`config.mk`:
```
export PLATFORM = sky130hd
export DESIGN_NAME = kettle_heat_controller
export DESIGN_NICKNAME = d
export VERILOG_FILES = /design/src/rtl/kettle_pkg.sv /design/src/rtl/kettle_heat_controller_pwm.sv /design/src/rtl/kettle_heat_controller.sv
export SDC_FILE = /design/constraint.sdc
export NUM_CORES = 1
export LEC_CHECK = 0
export CAP_MARGIN = 20
export CORE_MARGIN = 4
export CORE_UTILIZATION = 58
export DETAILED_ROUTE_END_ITERATION = 12
export PLACE_DENSITY = 0.8
export SYNTH_ARGS = -nofsm -noshare
export SYNTH_HDL_FRONTEND = slang
export SYNTH_SLANG_ARGS = --single-unit
```
`constraint.sdc`:
```
create_clock -name clk -period 4.55 [get_ports clk]
set_input_delay 1.1375 -clock clk [delete_from_list [all_inputs] [get_ports clk]]
set_output_delay 1.1375 -clock clk [all_outputs]
set_load 0.01 [all_outputs]
```
`src/rtl/kettle_pkg.sv`:
```
// Shared definitions for the kettle heater controller.
//  - FSM state encodings (IDLE, HEAT, WARM_OFF, WARM_ON, FAULT)
//  - fault_code encodings shown on the UI
//  - default thermal and timing limits
package kettle_pkg;

  localparam logic [2:0] S_IDLE     = 3'd0;
  localparam logic [2:0] S_HEAT     = 3'd1;
  localparam logic [2:0] S_WARM_OFF = 3'd2;
  localparam logic [2:0] S_WARM_ON  = 3'd3;
  localparam logic [2:0] S_FAULT    = 3'd4;

  localparam logic [1:0] FC_NONE      = 2'b00;
  localparam logic [1:0] FC_OVERTEMP  = 2'b01;
  localparam logic [1:0] FC_LOW_WATER = 2'b10;
  localparam logic [1:0] FC_TIMEOUT   = 2'b11;

  localparam int DEF_MAX_TEMP      = 110;
  localparam int DEF_HYST          = 5;
  localparam int DEF_PWM_PERIOD    = 16;
  localparam int DEF_RAMP_STEP_CYC = 64;
  localparam int DEF_TIMEOUT_CYC   = 4096;

endpackage

```
`src/rtl/kettle_heat_controller_pwm.sv`:
```
// Heater PWM generator.
//  clk, rst : clock and synchronous active-high reset
//  en_i     : heater allowed in the current state
//  duty_i   : on-cycles per period, 0..PWM_PERIOD (PWM_PERIOD = always on)
//  gate_o   : registered heater gate, one cycle behind en_i/duty_i
module kettle_pwm #(
  parameter int PWM_PERIOD = 16,
  parameter int DUTY_W     = $clog2(PWM_PERIOD + 1)
) (
  input  logic              clk,
  input  logic              rst,
  input  logic              en_i,
  input  logic [DUTY_W-1:0] duty_i,
  output logic              gate_o
);

  localparam logic [DUTY_W-1:0] CNT_LAST = DUTY_W'(PWM_PERIOD - 1);

  logic [DUTY_W-1:0] pwm_cnt_q;
  logic              gate_q;

  always_ff @(posedge clk) begin
    if (rst) begin
      pwm_cnt_q <= '0;
      gate_q    <= 1'b0;
    end else begin
      pwm_cnt_q <= (pwm_cnt_q == CNT_LAST) ? '0 : pwm_cnt_q + DUTY_W'(1);
      gate_q    <= en_i & (pwm_cnt_q < duty_i);
    end
  end

  assign gate_o = gate_q;

endmodule

```
`src/rtl/kettle_heat_controller.sv`:
```
// Kettle heater sequencer: soft-start PWM ramp, boil to a latched target,
// optional keep-warm with hysteresis, and safety supervision
// (overtemp, dry boil, heat timeout).
//  clk, rst             : clock, synchronous active-high reset
//  start_button         : start request, rising edge is the event
//  cancel               : abort heat/warm, clear a recoverable fault
//  keep_warm_en         : WARM_OFF vs IDLE on boil completion
//  target_temp          : boil target, latched on start (clamped below MAX_TEMP)
//  temperature_sensor   : water temperature, unsigned
//  water_level_sensor   : 1 = enough water
//  heater               : PWM-gated heater switch
//  heating / keep_warm / fault : state indicators
//  done_pulse           : one cycle after boil completion
//  fault_code           : 00 none, 01 overtemp, 10 low water, 11 timeout
module kettle_heat_controller
  import kettle_pkg::*;
#(
  parameter int DATA_W        = 8,
  parameter int MAX_TEMP      = DEF_MAX_TEMP,
  parameter int HYST          = DEF_HYST,
  parameter int PWM_PERIOD    = DEF_PWM_PERIOD,
  parameter int RAMP_STEP_CYC = DEF_RAMP_STEP_CYC,
  parameter int TIMEOUT_CYC   = DEF_TIMEOUT_CYC
) (
  input  logic              clk,
  input  logic              rst,
  input  logic              start_button,
  input  logic              cancel,
  input  logic              keep_warm_en,
  input  logic [DATA_W-1:0] target_temp,
  input  logic [DATA_W-1:0] temperature_sensor,
  input  logic              water_level_sensor,
  output logic              heater,
  output logic              heating,
  output logic              keep_warm,
  output logic              done_pulse,
  output logic              fault,
  output logic [1:0]        fault_code
);

  localparam int DUTY_W = $clog2(PWM_PERIOD + 1);
  localparam int TMO_W  = $clog2(TIMEOUT_CYC + 1);
  localparam int RAMP_W = $clog2(RAMP_STEP_CYC + 1);

  localparam logic [DATA_W-1:0] MAX_T     = DATA_W'(MAX_TEMP);
  localparam logic [DATA_W-1:0] MAX_LIM   = DATA_W'(MAX_TEMP - 1);
  localparam logic [DATA_W-1:0] RECOVER_T = DATA_W'(MAX_TEMP - HYST);
  localparam logic [DATA_W-1:0] HYST_T    = DATA_W'(HYST);
  localparam logic [DUTY_W-1:0] DUTY_FULL = DUTY_W'(PWM_PERIOD);
  localparam logic [TMO_W-1:0]  TMO_LAST  = TMO_W'(TIMEOUT_CYC - 1);
  localparam logic [TMO_W-1:0]  TMO_MAX   = TMO_W'(TIMEOUT_CYC);
  localparam logic [RAMP_W-1:0] RAMP_LAST = RAMP_W'(RAMP_STEP_CYC - 1);

  function automatic logic [DATA_W-1:0] clamp_tgt(input logic [DATA_W-1:0] t);
    return (t >= MAX_T) ? MAX_LIM : t;
  endfunction

  // Keep-warm low threshold must not wrap when the target is below HYST.
  function automatic logic [DATA_W-1:0] sat_sub(input logic [DATA_W-1:0] a,
                                                input logic [DATA_W-1:0] b);
    return (a >= b) ? a - b : '0;
  endfunction

  logic [2:0]        state_q, state_d;
  logic [DUTY_W-1:0] duty_q, duty_d;
  logic [RAMP_W-1:0] ramp_q, ramp_d;
  logic [TMO_W-1:0]  tmo_q, tmo_d;
  logic [DATA_W-1:0] tgt_q, tgt_d;
  logic [1:0]        fcode_q, fcode_d;
  logic              done_q, done_d;
  logic              start_q;

  logic start_edge, over_temp, dry, pwm_en;

  assign start_edge = start_button & ~start_q;
  assign over_temp  = temperature_sensor >= MAX_T;
  assign dry        = ~water_level_sensor;

  always_comb begin
    state_d = state_q;
    duty_d  = duty_q;
    ramp_d  = ramp_q;
    tmo_d   = tmo_q;
    tgt_d   = tgt_q;
    fcode_d = fcode_q;
    done_d  = 1'b0;
    case (state_q)
      S_IDLE: begin
        if (start_edge) begin
          if (dry) begin
            state_d = S_FAULT;
            fcode_d = FC_LOW_WATER;
          end else if (temperature_sensor < clamp_tgt(target_temp)) begin
            state_d = S_HEAT;
            duty_d  = DUTY_W'(1);
            ramp_d  = '0;
            tmo_d   = '0;
            tgt_d   = clamp_tgt(target_temp);
          end
        end
      end
      S_HEAT: begin
        tmo_d = (tmo_q == TMO_MAX) ? tmo_q : tmo_q + TMO_W'(1);
        if (ramp_q == RAMP_LAST) begin
          ramp_d = '0;
          if (duty_q < DUTY_FULL) duty_d = duty_q + DUTY_W'(1);
        end else begin
          ramp_d = ramp_q + RAMP_W'(1);
        end
        if (over_temp) begin
          state_d = S_FAULT;
          fcode_d = FC_OVERTEMP;
        end else if (dry) begin
          state_d = S_FAULT;
          fcode_d = FC_LOW_WATER;
        end else if (tmo_q == TMO_LAST) begin
          state_d = S_FAULT;
          fcode_d = FC_TIMEOUT;
        end else if (cancel) begin
          state_d = S_IDLE;
        end else if (temperature_sensor >= tgt_q) begin
          done_d  = 1'b1;
          state_d = keep_warm_en ? S_WARM_OFF : S_IDLE;
        end
      end
      S_WARM_OFF, S_WARM_ON: begin
        if (over_temp) begin
          state_d = S_FAULT;
          fcode_d = FC_OVERTEMP;
        end else if (dry) begin
          state_d = S_FAULT;
          fcode_d = FC_LOW_WATER;
        end else if (cancel) begin
          state_d = S_IDLE;
        end else if (state_q == S_WARM_OFF) begin
          if (temperature_sensor <= sat_sub(tgt_q, HYST_T)) begin
            state_d = S_WARM_ON;
            duty_d  = DUTY_FULL;
          end
        end else if (temperature_sensor >= tgt_q) begin
          state_d = S_WARM_OFF;
        end
      end
      S_FAULT: begin
        // Overtemp keeps overriding the displayed cause while it persists.
        if (over_temp) begin
          fcode_d = FC_OVERTEMP;
        end else if (cancel && temperature_sensor < RECOVER_T && !dry) begin
          state_d = S_IDLE;
          fcode_d = FC_NONE;
        end
      end
      default: state_d = S_IDLE;
    endcase
  end

  always_ff @(posedge clk) begin
    if (rst) begin
      state_q <= S_IDLE;
      duty_q  <= '0;
      ramp_q  <= '0;
      tmo_q   <= '0;
      tgt_q   <= '0;
      fcode_q <= FC_NONE;
      done_q  <= 1'b0;
    end else begin
      state_q <= state_d;
      duty_q  <= duty_d;
      ramp_q  <= ramp_d;
      tmo_q   <= tmo_d;
      tgt_q   <= tgt_d;
      fcode_q <= fcode_d;
      done_q  <= done_d;
    end
  end

  // Tracked through reset as well, so a button held across reset release
  // is not mistaken for a fresh press.
  always_ff @(posedge clk) begin
    start_q <= start_button;
  end

  assign pwm_en = (state_q == S_HEAT) || (state_q == S_WARM_ON);

  kettle_pwm #(
    .PWM_PERIOD(PWM_PERIOD),
    .DUTY_W    (DUTY_W)
  ) u_pwm (
    .clk   (clk),
    .rst   (rst),
    .en_i  (pwm_en),
    .duty_i(duty_q),
    .gate_o(heater)
  );

  assign heating    = state_q == S_HEAT;
  assign keep_warm  = (state_q == S_WARM_OFF) || (state_q == S_WARM_ON);
  assign fault      = state_q == S_FAULT;
  assign fault_code = fcode_q;
  assign done_pulse = done_q;

endmodule

```
==> Word-level counts from Yosys, hierarchy flattened <==
Index checks and enable logic that the tools add are counted.
{ "op_classes": {"add_sub_neg": 5, "bitwise_logic": 5, "magnitude_cmp": 9, "eq_ne": 27, "muxes": 51, "reduce_logical": 17} }
{ "op_table": {"columns": ["op", "count"], "rows": [
  ["two-way mux 13 bit", 4],
  ["two-way mux 5 bit", 10],
  ["two-way mux 3 bit", 16],
  ["two-way mux 7 bit", 4],
  ["case mux 13 bit (2 select lines)", 1],
  ["!= test 2 bit, second input constant", 10],
  ["two-way mux 2 bit", 9],
  ["greater-or-equal comparator 8 x 7 -> 1 bit, second input constant", 2],
  ["two-way mux 8 bit", 2],
  ["case mux 5 bit (3 select lines)", 1],
  ["case mux 7 bit (2 select lines)", 1],
  ["adder 13 x 1 -> 13 bit, second input constant", 1],
  ["equality test 13 x 12 -> 1 bit, second input constant", 1],
  ["equality test 13 bit, second input constant", 1],
  ["!= test 6 bit, second input constant", 2],
  ["case mux 3 bit (4 select lines)", 1],
  ["AND reduction 4 bit", 3],
  ["AND reduction 11 bit", 1],
  ["adder 5 x 1 -> 5 bit, second input constant", 2],
  ["greater-or-equal comparator 8 x 3 -> 1 bit, second input constant", 1],
  ["greater-or-equal comparator 8 bit", 1],
  ["<= comparator 8 bit", 1],
  ["< comparator 8 x 7 -> 1 bit, second input constant", 1],
  ["< comparator 8 bit", 1],
  ["28 further kinds", 37]
]} }
{ "word_totals": {"inputBits": 22, "register_bits": 46} }

==> Depth between registers and ports, before layout <==
{ "depth": {"depth_word": 9, "ltp_mapped": 15} }

==> Cells and area by module <==
A second synthesis with hierarchy kept.
{ "hier_totals": {"hier_cells": 399, "area_unflattened_um2": 3243.1} }
{ "by_module_without_submodules": {"columns": ["mod", "area_each_um2", "n_inst", "cells_each"], "rows": [
  ["kettle_heat_controller", 2927.8, 1, 365],
  ["kettle_pwm", 315.3, 1, 34]
]} }

==> Least setup slack after synthesis <==
No wires, ideal clock.
{ "synth_path": {"path_type": "in2reg", "from": "input port target_temp[3]", "to": "register state_q[0]", "setup_time_ns": 0.070, "cell_stages": 12, "t_arrival_ns": 3.497, "setup_slack_ns": 0.983, "t_required_ns": 4.480, "n_path_buf": 0, "path_cell_list": "nand3_1 nand2b_1 a31oi_1 nor2b_1 ha_1 a21oi_1 a21oi_1 a211oi_2 o21ai_1 or2_4 or4_1 a21oi_1"} }
{ "synth_between": {"elab_chain_len": 5} }
{ "synth_lines": {"columns": ["element", "line", "source"], "rows": [
  ["start, declared", "kettle_heat_controller.sv:30", "input logic [DATA_W-1:0] target_temp,"],
  ["greater-or-equal comparator 8 x 7 -> 1 bit", "kettle_heat_controller.sv:55", "return (t >= MAX_T) ? MAX_LIM : t;"],
  ["two-way mux 8 bit (*)", "kettle_heat_controller.sv:55", null],
  ["< comparator 8 bit (*)", "kettle_heat_controller.sv:93", "end else if (temperature_sensor < clamp_tgt(target_temp)) begin"],
  ["!= test 3 bit (no line) (*)", null, null],
  ["AND reduction 7 bit (no line) (*)", null, null],
  ["end signal, assigned", "kettle_heat_controller.sv:167", "state_q <= state_d;"],
  ["end, declared", "kettle_heat_controller.sv:64", "logic [2:0] state_q, state_d;"]
]} }
Mark *: on every way between the ends. The rest lies on a longest branch, timed or not.
A chain may end at the register's enable or synchronous reset.

==> Worst setup path after layout <==
{ "layout_path": {"from": "input port target_temp[4]", "to": "register tmo_q[8]"} }
{ "layout_between": {"elab_chain_len": 5} }
{ "layout_lines": {"columns": ["element", "line", "source"], "rows": [
  ["greater-or-equal comparator 8 x 7 -> 1 bit", "kettle_heat_controller.sv:55", null],
  ["two-way mux 8 bit (*)", "kettle_heat_controller.sv:55", null],
  ["< comparator 8 bit (*)", "kettle_heat_controller.sv:93", null],
  ["!= test 2 bit (no line) (*)", null, null],
  ["AND reduction 5 bit (no line) (*)", null, null],
  ["end signal, assigned", "kettle_heat_controller.sv:170", "tmo_q <= tmo_d;"],
  ["end, declared", "kettle_heat_controller.sv:67", "logic [TMO_W-1:0] tmo_q, tmo_d;"]
]} }
Marks and branches as above.

==> results.sh <==
export IMPL_outcome="finished clean"
export IMPL_wl_met2_microns=3468
export IMPL_finalNetCount=480
export IMPL_p_switching_uw=415.2
export IMPL_firstDrtPassIters=5
export IMPL_synth_cells=402
export IMPL_design_core_area_sq_um=5172
export IMPL_worstMarginPinSlew_ns=1.030
export IMPL_start_util=0.6033
export IMPL_clock_sinks=46
export IMPL_hold_path_end="ramp_q[6]"
export IMPL_cp_start_kind="primary input"
export IMPL_ios=29
export IMPL_num_antenna_cells=0
export IMPL_grt_pass1_wl_microns=12180
export IMPL_yosys_area_share_adder=0.1403
export IMPL_fin_skew_ns=0.01014
export IMPL_postCtsSetupBuffers=0
export IMPL_holdPathStages=2
export IMPL_synth_area_mux_share=0
export IMPL_cts_tree="done"
export IMPL_dr_wl_met3_microns=361
export IMPL_clock_root_buffer="clkbuf_8"
export IMPL_clock_latency_ns=0.30
export IMPL_synth_seq_area_share=0.2951
export IMPL_grt_pass1_vias=2719
export IMPL_drt_met1_wl_microns=3365
export IMPL_syn_to_final_growth_pct=14.68
export IMPL_crit_path_start="target_temp[4]"
export IMPL_drc=0
export IMPL_htreeDepth=2
export IMPL_synth_top_family_by_area="simple AND/OR/NAND/NOR gates"
export IMPL_drive_above_1_share=0.03302
export IMPL_syn_cell_area_sq_um=3120
export IMPL_ys_ff_latch=46
export IMPL_row_count=26
export IMPL_peakVddDrop_uv=230.9
export IMPL_synth_edf_count=0
export IMPL_clkSlewWorstSetupHoldPaths_ns=0.08
export IMPL_dp_cells=486
export IMPL_cts_resized=0
export IMPL_tns_ns=0
export IMPL_timing_max_cap_violations=0
export IMPL_rrSetupSlack_ns=1.36
export IMPL_power_frac_clock=0.297
export IMPL_rr_worst_depth=14
export IMPL_synthTopCellsByArea="dfxtp_1 30%, ha_1 14%, a21oi_1 6.3%"
export IMPL_rsz0062_at_grt="no"
export IMPL_period_minus_slack_ns=4.150
export IMPL_yosys_area_share_simple=0.2622
export IMPL_worstSetupEndpointType="flop"
export IMPL_numCtsBuffers=5
export IMPL_wirelength_microns=7299
export IMPL_slowest_stage="or3_1"
export IMPL_antenna_found_initial=0
export IMPL_crit_fanout=16
export IMPL_fin_cells=494
export IMPL_clock_path_buffers=2
export IMPL_overflow=0
export IMPL_ys_warn_count=0
export IMPL_postRouteAntennaNets=0
export IMPL_synth_nets=459
export IMPL_swShare=0.3299
export IMPL_postCtsHoldBufs=0
export IMPL_combPwrFrac=0.334
export IMPL_synthArstFlopShare=0
export IMPL_synth_top_cell_by_area="dfxtp_1"
export IMPL_setup_viol=0
export IMPL_critPathMaxStageDelay_ns=0.49
export IMPL_worst_ep_arrival_time_ns=4.33
export IMPL_n_fill_cell=441
export IMPL_ys_types=53
export IMPL_hold_viol_final=0
export IMPL_highest_layer="met4"
export IMPL_max_slew_margin=0.3101
export IMPL_die_w_microns=81.35
export IMPL_crit_top_cell="a21oi_1"
export IMPL_grt_usage=0.2344
export IMPL_dp_hpwl_microns=5521
export IMPL_intPower_uw=843.5
export IMPL_powerDensity_nw_per_um2=351.7
export IMPL_vias=2944
export IMPL_synth_compound_area_share=0.2029
export IMPL_worstSetupPathType="in -> reg"
export IMPL_viasPerCell=5.960
export IMPL_hold_class="reg -> reg"
export IMPL_dieArea_sq_um=6618
export IMPL_io_buffers=28
export IMPL_die_h_microns=81.35
export IMPL_crit_chain="clkdlybuf4s50_1, nand2b_1, a31oi_1, nor2b_1, ha_1, a21oi_1, a21oi_1, a211oi_2, o211ai_1, or3_1, xor2_1, nor2_1"
export IMPL_reg2reg_to="state_q[1]"
export IMPL_synth_top_area_frac=0.2951
export IMPL_p_leak_nw=1.307
export IMPL_synth_xor_area_share=0.04771
export IMPL_finalCritPeriodShare=0.9122
export IMPL_r2r_start="tgt_q[0]"
export IMPL_hp_start="ramp_q[6]"
export IMPL_cp_required_ns=4.73
export IMPL_post_drt_wl_per_cell_microns=14.78
export IMPL_drt_iter0_drc=299
export IMPL_slew_violations=0
export IMPL_synth_flop_cell="dfxtp_1"
export IMPL_max_clock_freq_mhz=240.9
export IMPL_seqPwrFrac=0.369
export IMPL_avgSynthCellArea_sq_um=7.762
export IMPL_place_congestion=0.9271
export IMPL_grt_max_degree=34
==> synthesized netlist by cell type (all sizes together) (2+ instances only) <==
master,count
nor3,19
nor2,42
nand2b,13
a311oi,5
nand2,28
nand3,25
a31oi,4
a221oi,2
dfxtp,46
a211oi,13
ha,35
or3,4
xor2,2
nor4,4
a21oi,39
buf,6
or2,2
a211o,3
o21ai,14
nand4,6
o21a,3
inv,24
clkbuf,10
and3,5
or4,2
nor2b,6
and4,2
a21o,4
xnor2,15
==> power groups by stage <==
stage	combinational (mW)	sequential (mW)	clock, mW
2_1_floorplan	0.316	0.461	0
3_3_place_gp	0.403	0.473	0
3_5_place_dp	0.417	0.474	0
4_1_cts	0.419	0.464	0.380
5_1_grt	0.476	0.470	0.396
6_report	0.420	0.465	0.373
==> area by class of cell <==
type	instances	area (sq um)	share of cell area
clock buffer	6	82.58	0.02308
clock inverter	2	60.06	0.01678
inverter	24	90.09	0.02517
multi-input combinational	316	2042	0.5706
sequential	46	920.9	0.2573
tap	70	87.58	0.02448
timing repair buffer	30	295.3	0.08252
==> worst max path at each step <==
stage | slack (ns) | cells past startpoint | to
3_3_place_gp | 0.20 | 13 | tmo_q[8]
3_5_place_dp | 0.09 | 12 | tmo_q[8]
5_1_grt | 0.08 | 12 | tmo_q[8]
2_1_floorplan | 0.98 | 12 | state_q[0]
4_1_cts | 0.43 | 12 | tmo_q[8]
6_report | 0.40 | 12 | tmo_q[8]
==> per-stage QoR <==
stage	util	setup WS [ns]	hold slack, ns	cell area (sq um)	power (mW)
6_report	0.6918	0.3997	0.4652	3578	1.259
5_1_grt	0.6918	0.07747	0.4772	3578	1.342
4_1_cts	0.6918	0.4282	0.4653	3578	1.263
3_5_place_dp	0.6642	0.09354	0.4521	3436	0.8912
3_3_place_gp	0.6642	0.1986	0.4364	3436	0.8761
2_1_floorplan	-	0.9830	0.4267	3120	0.7764
==> logic make-up after synthesis <==
kind of cell | after synthesis
AND/OR/NAND/NOR | 164
AO/OA/AOI/OAI | 99
flip-flops | 46
buffers and inverters | 40
adder cells (fa/ha/maj) | 35
XOR/XNOR | 17
other | 1
==> cells in the final DEF (no fill, tap or decap), types with 2 or more instances in the layout <==
cell type and count:
clkdlybuf4s50_1 28, ha_1 35, or4_1 2, buf_4 2, a311oi_1 5, a31oi_1 4
or3_1 4, a221oi_1 2, inv_1 24, xnor2_1 15, a21o_1 4, nor3_1 19
nand3_1 25, and4_1 2, clkbuf_8 6, o21a_1 3, o21ai_0 13, dfxtp_1 46
bufinv_16 2, nand2b_1 13, a211o_1 3, nor2b_1 6, nor2_1 42, nand2_1 28
and3_1 5, nor4_1 4, a21oi_1 39, xor2_1 2, nand4_1 6, a211oi_1 12
==> critical path, delay by kind of cell <==
kind,cells,cell delay (ns)
AO/OA/AOI/OAI,5,1.36
XOR/XNOR,1,0.14
buffers and inverters,1,0.46
AND/OR/NAND/NOR,4,0.96
adder cells (fa/ha/maj),1,0.28
==> flip-flops by register name, summed over array words and instances, names as in the netlist <==
register	flops
fault_code	2
tgt_q	8
ramp_q	7
state_q	3
done_pulse	1
duty_q	5
start_q	1
u_pwm.pwm_cnt_q	5
u_pwm.gate_o	1
tmo_q	13
==> layer usage <==
layer | GRT usage | vias to the layer above
li1 | - | 1485
met3 | 0.05100 | 12
met2 | 0.3844 | 67
met4 | 0.06926 | 0
met5 | 0 | -
met1 | 0.3071 | 1380
No activity file was read; power rests on OpenSTA's default activity.
